===== config.mk =====
export PLATFORM = sky130hd
export DESIGN_NAME = sc_stream_decoder
export DESIGN_NICKNAME = d
export VERILOG_FILES = /design/src/rtl/sc_pkg.sv /design/src/rtl/sc_ones_counter.sv /design/src/rtl/sc_stream_decoder.sv
export SDC_FILE = /design/constraint.sdc
export NUM_CORES = 1
export LEC_CHECK = 0
export ABC_AREA = 1
export CORE_MARGIN = 5
export CORE_UTILIZATION = 49
export DETAILED_ROUTE_END_ITERATION = 12
export GPL_ROUTABILITY_DRIVEN = 0
export PLACE_DENSITY_LB_ADDON = 0.15
export REMOVE_ABC_BUFFERS = 1
export SYNTH_ARGS = -nofsm -noshare
export SYNTH_HDL_FRONTEND = slang
export SYNTH_SLANG_ARGS = --single-unit

===== constraint.sdc =====
create_clock -name clk -period 1.4 [get_ports clk]
set_input_delay 0.28 -clock clk [delete_from_list [all_inputs] [get_ports clk]]
set_output_delay 0.28 -clock clk [all_outputs]
set_load 0.01 [all_outputs]

===== src/rtl/sc_pkg.sv =====
// ---------------------------------------------------------------------------
// sc_pkg
// Shared definitions for the stochastic-computing datapath.
//   sc_dec_state_t     : decoder FSM states (IDLE, COUNT, DONE)
//   SC_STREAM_LEN_LOG2 : default log2 stream length. The encoders reuse it so
//                        that the stream lengths on both ends agree.
// ---------------------------------------------------------------------------
package sc_pkg;

  localparam int SC_STREAM_LEN_LOG2 = 8;

  typedef enum logic [1:0] {
    IDLE  = 2'd0,
    COUNT = 2'd1,
    DONE  = 2'd2
  } sc_dec_state_t;

endpackage : sc_pkg


===== src/rtl/sc_ones_counter.sv =====
// ---------------------------------------------------------------------------
// sc_ones_counter
// Counts the ones in a bit sequence. The count is N+1 bits wide, so a window
// of 2^N ones (the all-ones case) still fits without overflow.
// Ports:
//   clk     : clock, rising edge
//   reset   : synchronous, active-high; clears the count
//   clear   : synchronous clear at the start of a new window
//   enable  : bit_in is accepted this cycle
//   bit_in  : stream bit; adds 1 to the count when enable is high
//   count   : [N:0] running number of ones
// ---------------------------------------------------------------------------
module sc_ones_counter #(
  parameter int N = 8
) (
  input  logic       clk,
  input  logic       reset,
  input  logic       clear,
  input  logic       enable,
  input  logic       bit_in,
  output logic [N:0] count
);

  // NOTE: sequential state is written with non-blocking (<=) assignments only,
  // so every flop samples the pre-edge values and simulation matches hardware.
  always_ff @(posedge clk) begin
    if (reset || clear) begin
      count <= '0;
    end else if (enable) begin
      count <= count + (N+1)'(bit_in);
    end
  end

endmodule : sc_ones_counter


===== src/rtl/sc_stream_decoder.sv =====
// ---------------------------------------------------------------------------
// sc_stream_decoder
// Converts a unipolar stochastic bitstream back to binary. It counts the ones
// over a window of 2^STREAM_LEN_LOG2 accepted bits, using a start/busy/done
// handshake so that one conversion runs at a time.
// Ports:
//   clk       : clock, rising edge
//   reset     : synchronous, active-high; aborts any conversion in flight
//   start     : launch a conversion (only honoured in IDLE or DONE)
//   bit_in    : stochastic stream bit
//   bit_valid : bit_in is valid this cycle (only honoured in COUNT)
//   busy      : high while a window is being counted
//   done      : one-cycle pulse when the result is ready
//   value     : [STREAM_LEN_LOG2:0] ones in the last completed window
// All outputs are registered.
// ---------------------------------------------------------------------------
module sc_stream_decoder
  import sc_pkg::*;
#(
  parameter int STREAM_LEN_LOG2 = SC_STREAM_LEN_LOG2
) (
  input  logic                     clk,
  input  logic                     reset,
  input  logic                     start,
  input  logic                     bit_in,
  input  logic                     bit_valid,
  output logic                     busy,
  output logic                     done,
  output logic [STREAM_LEN_LOG2:0] value
);

  localparam int N = STREAM_LEN_LOG2;

  sc_dec_state_t state, state_next;

  logic [N-1:0] bit_cnt;
  logic [N:0]   ones_cnt;
  logic         clear_cnt;
  logic         accept;
  logic         last_bit;

  // The bit counter wraps to zero on the last bit, so "last" is simply all ones.
  assign last_bit = (bit_cnt == '1);

  // NOTE: every combinational output gets a default before the case statement.
  // Without the defaults, a path that leaves a signal unassigned would infer a latch.
  always_comb begin
    state_next = state;
    clear_cnt  = 1'b0;
    accept     = 1'b0;
    unique case (state)
      IDLE: begin
        if (start) begin
          clear_cnt  = 1'b1;
          state_next = COUNT;
        end
      end
      COUNT: begin
        if (bit_valid) begin
          accept = 1'b1;
          if (last_bit) state_next = DONE;
        end
      end
      DONE: begin
        if (start) begin
          clear_cnt  = 1'b1;
          state_next = COUNT;
        end else begin
          state_next = IDLE;
        end
      end
      default: state_next = IDLE;
    endcase
  end

  always_ff @(posedge clk) begin
    if (reset) begin
      state <= IDLE;
    end else begin
      state <= state_next;
    end
  end

  always_ff @(posedge clk) begin
    if (reset || clear_cnt) begin
      bit_cnt <= '0;
    end else if (accept) begin
      bit_cnt <= bit_cnt + N'(1);
    end
  end

  // busy and done are registered from the next state. They therefore line up
  // with the state register and never see a combinational path from an input.
  always_ff @(posedge clk) begin
    if (reset) begin
      busy  <= 1'b0;
      done  <= 1'b0;
      value <= '0;
    end else begin
      busy <= (state_next == COUNT);
      done <= (state_next == DONE);
      // The ones counter has not yet absorbed the final bit at this edge,
      // so that bit is added here.
      if (accept && last_bit) begin
        value <= ones_cnt + (N+1)'(bit_in);
      end
    end
  end

  sc_ones_counter #(
    .N (N)
  ) u_ones_counter (
    .clk    (clk),
    .reset  (reset),
    .clear  (clear_cnt),
    .enable (accept),
    .bit_in (bit_in),
    .count  (ones_cnt)
  );

endmodule : sc_stream_decoder


==> results.toml, run 1 <==
[floorplan]
die-width_um = 63.3
core_area_um2 = 2730
die_height_um = 63.3
initial_core_util_pct = 51.0
row_count = 19
io_pins = 16
dieArea_um2 = 4010

[yosys]
syn-cell-area_um2 = 1390
syn-mean-instance-area_um2 = 7.37
syn_inst = 189
synth-seq-cells = 30
synth_cell_type_count = 27
synth-async-reset-ratio_pct = 0
ys_seq_area_share_pct = 43.1
synthFlopType = "dfxtp_1"
yosysWarnings = 0
synth_edf_count = 0

[worst_setup_path]
crit_arrival_ps = 1510
critPathKind = "flip-flop to flip-flop"
path_max_fanout = 8
slowest_delay_ps = 360
cp-end-kind = "flip-flop"
critical_path.top_delay_family = "simple AND/OR/NAND/NOR gates"
crit_buf_inv = 2
cp.required_ps = 1620
crit_chain = "ha_1 > inv_1 > nor2_4 > nand3_1 > buf_6 > nor2_2 > nor2_1"
crit_slowest_cell = "dfxtp_2"
crit_path_start_kind = "flip-flop"

[power_and_ir_drop]
p_int_w = 0.00116
peakVddDrop_uv = 1070
power_frac_clock_pct = 35.1
pwr-share-comb_pct = 7.9
p_sw_w = 0.000368
power_density_nw_per_um2 = 850
power_frac_seq_pct = 57.0
power_leakage_nw = 0.807
swShare_pct = 24.1

[timing]
tightest_slew_ps = 346
fmax_mhz = 775
fin_crit_sh_pct = 92.2
finalClockSkew_ps = 3.00
rsz0062_at_grt = "no"
max_slew_margin_pct = 76.8
period_needed_ps = 1290
fin_ws_ps = 110
hold_viol = 0
slew_viol_final = 0
setup_viol = 0

[drt]
ant_nets = 0
routed_wl_um = 3040
drc = 0
viasPerCell = 5.04
num_vias = 1270
drt_iter0_markers = 52
routedWlPerCell_um = 12.1
drt_first_pass_iters = 4

[global_route]
grt_pass1_wl_um = 5210
grt_max_degree = 12
grtUsageTotal_pct = 16.3
grt_pass1_vias = 1263
antenna_found_initial = 0
gr-total-overflow = 0

[finish]
final_cell_mix = "nand2_1, dfxtp_1, a21oi_1"
area_delta_synth_final_pct = 29.2
antennaDiodeCount = 0
drive_gt1_share_pct = 20.4
final_area_um2 = 1800
num-fill-cells = 236
nets = 228
final_common_cell = "nand2_1"

[placed_design]
placed_cell_area_um2 = 1670
post-place-ws_ps = -398
numPortBuffers = 15
dp_hpwl_um = 2220

[run_status]
status = "completed"

[cts]
cts-buffers-inserted = 5
cts.htree.levels = 2
cts_tree = "done"
clk-insertion-delay-late_ps = 320
cts_buffer_depth = 2
clock-sinks = 30
ctsRootBufferMaster = "clkbuf_4"
path_clk_slew_ps = 90

[hold_path]
hold_class = "primary input to flip-flop"

[flow_run]
drv_cap = 0
## stage by stage
step	power (W)	setup TNS (ps)	std cells	utilization [%]	hold WS (ps)
detailed placement	0.00101	-5960	243	61.1	438
global route	0.00162	0	252	65.9	472
global placement	0.00101	-4990	243	61.1	433
CTS	0.00154	0	251	64.6	452
finish	0.00153	0	252	65.9	433
floorplan	0.000943	0	185	-	349
## worst paths after layout
check                  start                 endpoint  slack (ps)  cells after the start
hold reg to reg   bit_cnt[6]               bit_cnt[6]         450                      2
setup / recovery  bit_cnt[1]                 value[7]         110                      7
setup reg to reg  bit_cnt[1]                 value[7]         110                      7
hold / removal        bit_in  u_ones_counter.count[0]         430                      4
## registers in the layout, indices dropped and copies added, names as in the netlist
name,cells
u_ones_counter.count,9
value,9
bit_cnt,8
state,2
busy,1
done,1
## final cells by class
class	count	area, um^2	share of cell area (%)
flip-flops and latches	30	604	33.6
repair buffers	28	265	14.7
clock buffers	7	55.1	3.06
well taps	31	38.8	2.15
clock inverters	1	5.00	0.278
multi-input cells	133	749	41.6
inverters	22	82.6	4.59
## kinds of logic after synthesis
group | after synthesis | share of synthesized area [%]
adder cells (fa/ha/maj) | 3 | 2.69
AND/OR/NAND/NOR | 96 | 32.9
AO/OA/AOI/OAI | 31 | 11.5
XOR/XNOR | 3 | 1.89
buffers and inverters | 26 | 7.90
flip-flops | 30 | 43.1
## worst min-delay path, stage by stage
cell and delay, ps:
dlymetal6s2s_1 130, ha_4 140, nand2_1 50, a21oi_1 120
## synthesized netlist by cell type (2+ instances only)
cell	instances	area, um^2
nor2_2	3	18.8
nand2_1	53	199
dfxtp_1	30	601
xor2_1	2	17.5
a21oi_1	23	115
o21ai_0	4	20.0
nand2_2	2	12.5
ha_1	3	37.5
nand3_1	13	65.1
inv_1	20	75.1
o21ai_1	2	10.0
o21bai_1	2	15.0
nand4_1	3	18.8
nor2_1	15	56.3
inv_2	2	7.51
## power groups by stage
stage / logic, W / registers, W / clock network, W
final: 0.000120 / 0.000872 / 0.000537
after detailed placement: 0.000119 / 0.000891 / 0
after CTS: 0.000119 / 0.000872 / 0.000546
after global placement: 0.000116 / 0.000890 / 0
after floorplan: 0.0000523 / 0.000891 / 0
after global routing: 0.000133 / 0.000874 / 0.000612
## metal layers
layer / vias up / track usage [%] / share of wire, %
met5: - / 0 / 0
met4: 0 / 5.45 / 1.4
met3: 6 / 5.51 / 3.9
met2: 20 / 29.6 / 53
met1: 580 / 17.3 / 42
li1: 664 / - / -
## repair_timing
action,CTS,global route
cloned,0,0
pin swaps,4,4
gates resized for setup,22,8
setup buffers,0,1
hold buffers,0,0
endpoints found under the setup margin,19,17
(Power assumes the default switching activity.)
==> run 2: changes to the inputs <==
SYNTH_HIERARCHICAL = 1   (was not set)
==> run 2 against run 1 <==
Synthesized cell count rose by 21%. Critical endpoint unchanged. Sequential share of layout area fell by 3.3 points. Setup slack lost 24 ps. Highest routed layer unchanged. Critical path type unchanged. Fmax down 1.8%. Global-route usage rose by 0.42 points. Area after synthesis grew 13%. Die area grew 11%. Clock power up 3%. Sequential power fell by 1%. Design area rose by 10%.
==> results.toml, run 2 <==
[timing]
finalClockSkew_ps = 14.5
rsz0062_at_grt = "no"
fmax_mhz = 761
fin_crit_sh_pct = 93.9
tightest_slew_ps = 318
fin_hold_ws_ps = 407
max_slew_margin_pct = 78.7
fin_ws_ps = 86.0
slew_viol_final = 0
setup_viol = 0
period_needed_ps = 1310
hold_viol = 0
tns_ps = 0

[drt]
num_vias = 1452
routed_wl_um = 3250
drc = 0
drt_iter0_markers = 52
routedWlPerCell_um = 10.4
ant_nets = 0
drt_first_pass_iters = 4
viasPerCell = 4.65

[cts]
cts.htree.levels = 2
cts-buffers-inserted = 5
clk-insertion-delay-late_ps = 340
clock-sinks = 30
hold_buffers = 0
cts_tree = "done"
cts_buffer_depth = 2
path_clk_slew_ps = 100
ctsRootBufferMaster = "clkbuf_4"

[yosys]
synthFlopType = "dfxtp_1"
syn-cell-area_um2 = 1570
synth-async-reset-ratio_pct = 0
yosys.area.top_type = "dfxtp_1"
ys_seq_area_share_pct = 38.3
synth-seq-cells = 30
synth_edf_count = 0
synth_common_cells = "nand2_1, inv_1, nor2_1"
yosysWarnings = 6
synth_cell_type_count = 24
syn_inst = 228
synth_most_common_cell = "nand2_1"
synth_area_leaders = "dfxtp_1, nand2_1, inv_1, nor2_1, a21oi_1"
syn-mean-instance-area_um2 = 6.88
netlist.area_leader.share_pct = 38.3

[floorplan]
row_count = 20
die-width_um = 66.6
io_pins = 16
die_height_um = 66.6
core_area_um2 = 3050
dieArea_um2 = 4430
initial_core_util_pct = 51.4

[power_and_ir_drop]
power_density_nw_per_um2 = 773
power_leakage_nw = 0.857
peakVddDrop_uv = 587

[worst_setup_path]
crit_path_start_kind = "flip-flop"
startpoint = "bit_cnt[0]"
crit_slowest_cell = "dfxtp_1"
path_max_fanout = 5
r2r_slack_ps = 90
cp.required_ps = 1640
rr_worst_depth = 8
reg2reg_to = "value[7]"
critPathKind = "flip-flop to flip-flop"
crit_path_end = "value[7]"
cp-end-kind = "flip-flop"
crit_arrival_ps = 1560
crit_chain = "ha_2 > nand2_2 > nor2_4 > nand3_4 > clkinv_4 > nand3_1 > nand2_1 > inv_1"
r2r-start = "bit_cnt[0]"
slowest_delay_ps = 350

[run_status]
status = "completed"

[global_route]
antenna_found_initial = 0
grt_pass1_wl_um = 5550
grtUsageTotal_pct = 16.7
grt_pass1_vias = 1367
grt_max_degree = 11
gr-total-overflow = 0

[placed_design]
dp_hpwl_um = 2430
numPortBuffers = 15
post-place-ws_ps = -361
placed_cells_incl_taps = 302

[flow_run]
drv_cap = 0

[hold_path]
hold_class = "primary input to flip-flop"

[finish]
antennaDiodeCount = 0
reg.largest.list = "u_ones_counter/count x9, value x9, bit_cnt x8"
final_cells = 312
drive_gt1_share_pct = 19.8
num-fill-cells = 292
final_cell_mix = "nand2_1, inv_1, nor2_1"
nets = 277
postLayoutCoreUtil_pct = 65.1
area_delta_synth_final_pct = 26.7
final_common_cell = "nand2_1"
run 2: where the power goes:
part | internal, W | switching (W)
clock network | 0.000243 | 0.000308
registers | 0.000860 | 0.00000366
logic | 0.0000559 | 0.0000667
run 2: cell type report:
type                       instances  area (um^2)  area share [%]
inverter                          37          144            7.24
timing repair buffer              33          274            13.8
clock buffer                       7         55.1            2.77
clock inverter                     1         5.00           0.252
sequential                        30          602            30.3
tap                               44         55.1            2.77
multi-input combinational        160          853            42.9
run 2: kinds of logic after synthesis:
family                   after synthesis  synth area share [%]
AND/OR/NAND/NOR                      118                  35.0
buffers and inverters                 39                  10.2
AO/OA/AOI/OAI                         34                  11.4
adder cells (fa/ha/maj)                5                  3.99
XOR/XNOR                               2                  1.12
flip-flops                            30                  38.3
run 2: metal layers:
metal / global-route usage, % / vias to the layer above / routed length [um]
met5: 0 / - / 0
met1: 18.5 / 635 / 1560
met2: 29.3 / 12 / 1540
met3: 3.54 / 7 / 77
met4: 9.14 / 0 / 77
li1: - / 798 / -
run 2: repair_timing:
item | CTS | global route
pin swaps | 0 | 4
gates resized for setup | 13 | 10
setup buffers | 0 | 1
setup endpoints to repair | 13 | 9
endpoints found under the hold margin | 0 | 0
gates cloned | 0 | 1
run 2: worst min-delay path by stage:
stage	startpoint	end	depth (start not counted)
2_1_floorplan	reset	value[2]	1
3_3_place_gp	value[5]	value[5]	2
3_5_place_dp	value[5]	value[5]	2
4_1_cts	value[5]	value[5]	2
5_1_grt	value[5]	value[5]	2
6_report	bit_in	value[0]	4
run 2: worst max-delay path: cells and delay by family (launching register included):
family / cells / cell delay, ps
buf+inv: 2 / 120
simple gates: 5 / 530
flops: 1 / 350
fa+ha+maj: 1 / 220
run 2: per-stage QoR:
step                      cell area, um^2  power (W)
final                                1990    0.00154
after global routing                 1990    0.00160
after CTS                            1930    0.00154
after detailed placement             1890    0.00100
after global placement               1890    0.00100
after floorplan                      1550   0.000938
==> run 3: changes to the inputs <==
ABC_CLOCK_PERIOD_IN_PS = 1400   (was not set)
CORE_MARGIN = 1   (was 5)
==> run 3 against run 2 <==
Final cell count stayed put. First-iteration DRC count is 13% higher. Design area is 0.44% lower. Die area decreased by 23%. Power down 5.7%. Setup slack gained 25 ps. Critical path depth unchanged. Largest cell class unchanged. Largest power group unchanged. Via count down 0.21%. Clock skew barely moved.
==> results.toml, run 3 (synthesis results as in run 2) <==
[drt]
viasPerCell = 4.64
routed_wl_um = 3140
drt_iter0_markers = 59
drt_first_pass_iters = 4
num_vias = 1449
routedWlPerCell_um = 10.0
ant_nets = 0
drc = 0

[timing]
max_slew_margin_pct = 79.9
fin_crit_sh_pct = 92.0
tightest_slew_ps = 300
fmax_mhz = 776
rsz0062_at_grt = "yes"
fin_hold_ws_ps = 440
period_needed_ps = 1290
setup_viol = 0
hold_viol = 0
slew_viol_final = 0
finalClockSkew_ps = 14.5

[worst_setup_path]
r2r_slack_ps = 110
r2r-start = "bit_cnt[1]"
path_max_fanout = 5
cp.required_ps = 1630
crit_buf_inv = 2
rr_worst_depth = 8
startpoint = "bit_cnt[1]"
reg2reg_to = "value[7]"
crit_chain = "ha_4 > nand2_2 > nor2_4 > nand3_4 > clkinv_4 > nand3_1 > nand2_1 > inv_1"
crit_path_end = "value[7]"
cp-end-kind = "flip-flop"
crit_arrival_ps = 1520
cp.depth = 8
critPathKind = "flip-flop to flip-flop"
crit_slowest_cell = "dfxtp_1"
critical_path.top_delay_family = "simple AND/OR/NAND/NOR gates"
crit_path_start_kind = "flip-flop"
slowest_delay_ps = 390

[cts]
cts_tree = "done"
cts.htree.levels = 2
cts-buffers-inserted = 5
path_clk_slew_ps = 90
clk-insertion-delay-late_ps = 330
cts_buffer_depth = 2
ctsRootBufferMaster = "clkbuf_4"
clock-sinks = 30
postCtsSetupBuffers = 0

[finish]
area_delta_synth_final_pct = 26.2
final_common_cell = "nand2_1"
num-fill-cells = 296
nets = 278
seqCellArea_um2 = 603
antennaDiodeCount = 0
reg.largest.list = "u_ones_counter/count x9, value x9, bit_cnt x8"
final_cell_mix = "nand2_1, inv_1, nor2_1"
multiInputGateArea_um2 = 848
postLayoutCoreUtil_pct = 64.8
drive_gt1_share_pct = 19.8

[floorplan]
row_count = 20
die-width_um = 58.6
initial_core_util_pct = 51.4
die_height_um = 58.6
dieArea_um2 = 3430
io_pins = 16
core_area_um2 = 3050

[power_and_ir_drop]
power_leakage_nw = 0.860
peakVddDrop_uv = 572
power_density_nw_per_um2 = 733

[flow_run]
drv_cap = 0

[placed_design]
numPortBuffers = 15
dp_hpwl_um = 2350

[global_route]
grt_max_degree = 11
gr-total-overflow = 0
antenna_found_initial = 0
grtUsageTotal_pct = 20.1
grt_pass1_wl_um = 5160
grt_pass1_vias = 1281

[run_status]
status = "completed"

[hold_path]
hold_class = "primary input to flip-flop"
## run 3: power breakdown
part / leakage (nW) / internal, W / total [W] / switching [W]
Clock: 0.0308 / 0.000180 / 0.000464 / 0.000284
Sequential: 0.243 / 0.000860 / 0.000864 / 0.00000404
Combinational: 0.586 / 0.0000557 / 0.000122 / 0.0000668
Total: 0.860 / 0.00110 / 0.00145 / 0.000355
## run 3: what timing repair did
item | 4_1_cts | 5_1_grt
pin swaps | 0 | 4
endpoints found under the setup margin | 13 | 12
cloned | 0 | 1
hold buffers | 0 | 0
resized for setup | 12 | 10
## run 3: worst register-to-register path, stage by stage, from the launching register on
cell	delay (ps)
dfxtp_1	390
ha_4	170
nand2_2	90
nor2_4	150
nand3_4	130
clkinv_4	80
nand3_1	80
nand2_1	70
inv_1	30
## run 3: metal layers
| layer | track usage, % | share of wire [%] | up-vias |
|---|---|---|---|
| li1 | - | - | 799 |
| met1 | 23.6 | 49 | 631 |
| met2 | 34.2 | 47 | 15 |
| met3 | 5.93 | 2.6 | 4 |
| met4 | 8.16 | 1.1 | 0 |
| met5 | 0 | 0 | - |
## run 3: worst min path at each step
| stage | startpoint | end | slack (ps) | depth (start not counted) |
|---|---|---|---|---|
| 3_3_place_gp | value[5] | value[5] | 460 | 2 |
| 3_5_place_dp | value[5] | value[5] | 460 | 2 |
| 6_report | bit_in | value[0] | 440 | 4 |
| 2_1_floorplan | reset | value[2] | 350 | 1 |
| 4_1_cts | value[5] | value[5] | 470 | 2 |
| 5_1_grt | bit_in | u_ones_counter/count[0] | 460 | 4 |
## run 3: area by class of cell
class | count | share of cell area [%]
Tap cell | 44 | 2.78
Inverter | 37 | 7.27
Multi-Input combinational cell | 160 | 42.9
Sequential cell | 30 | 30.5
Timing Repair Buffer | 34 | 14.2
Clock buffer | 5 | 1.90
Clock inverter | 2 | 0.506
## run 3: through the flow
step	TNS, ps	power (W)	instance area [um^2]	setup slack (ps)	instances
floorplan	0	0.000938	1550	55.6	226
global placement	-4380	0.00100	1900	-331	304
detailed placement	-4770	0.00101	1900	-358	304
CTS	0	0.00147	1940	2.71	311
global route	-1.23	0.00152	1980	-1.23	312
finish	0	0.00145	1980	111	312
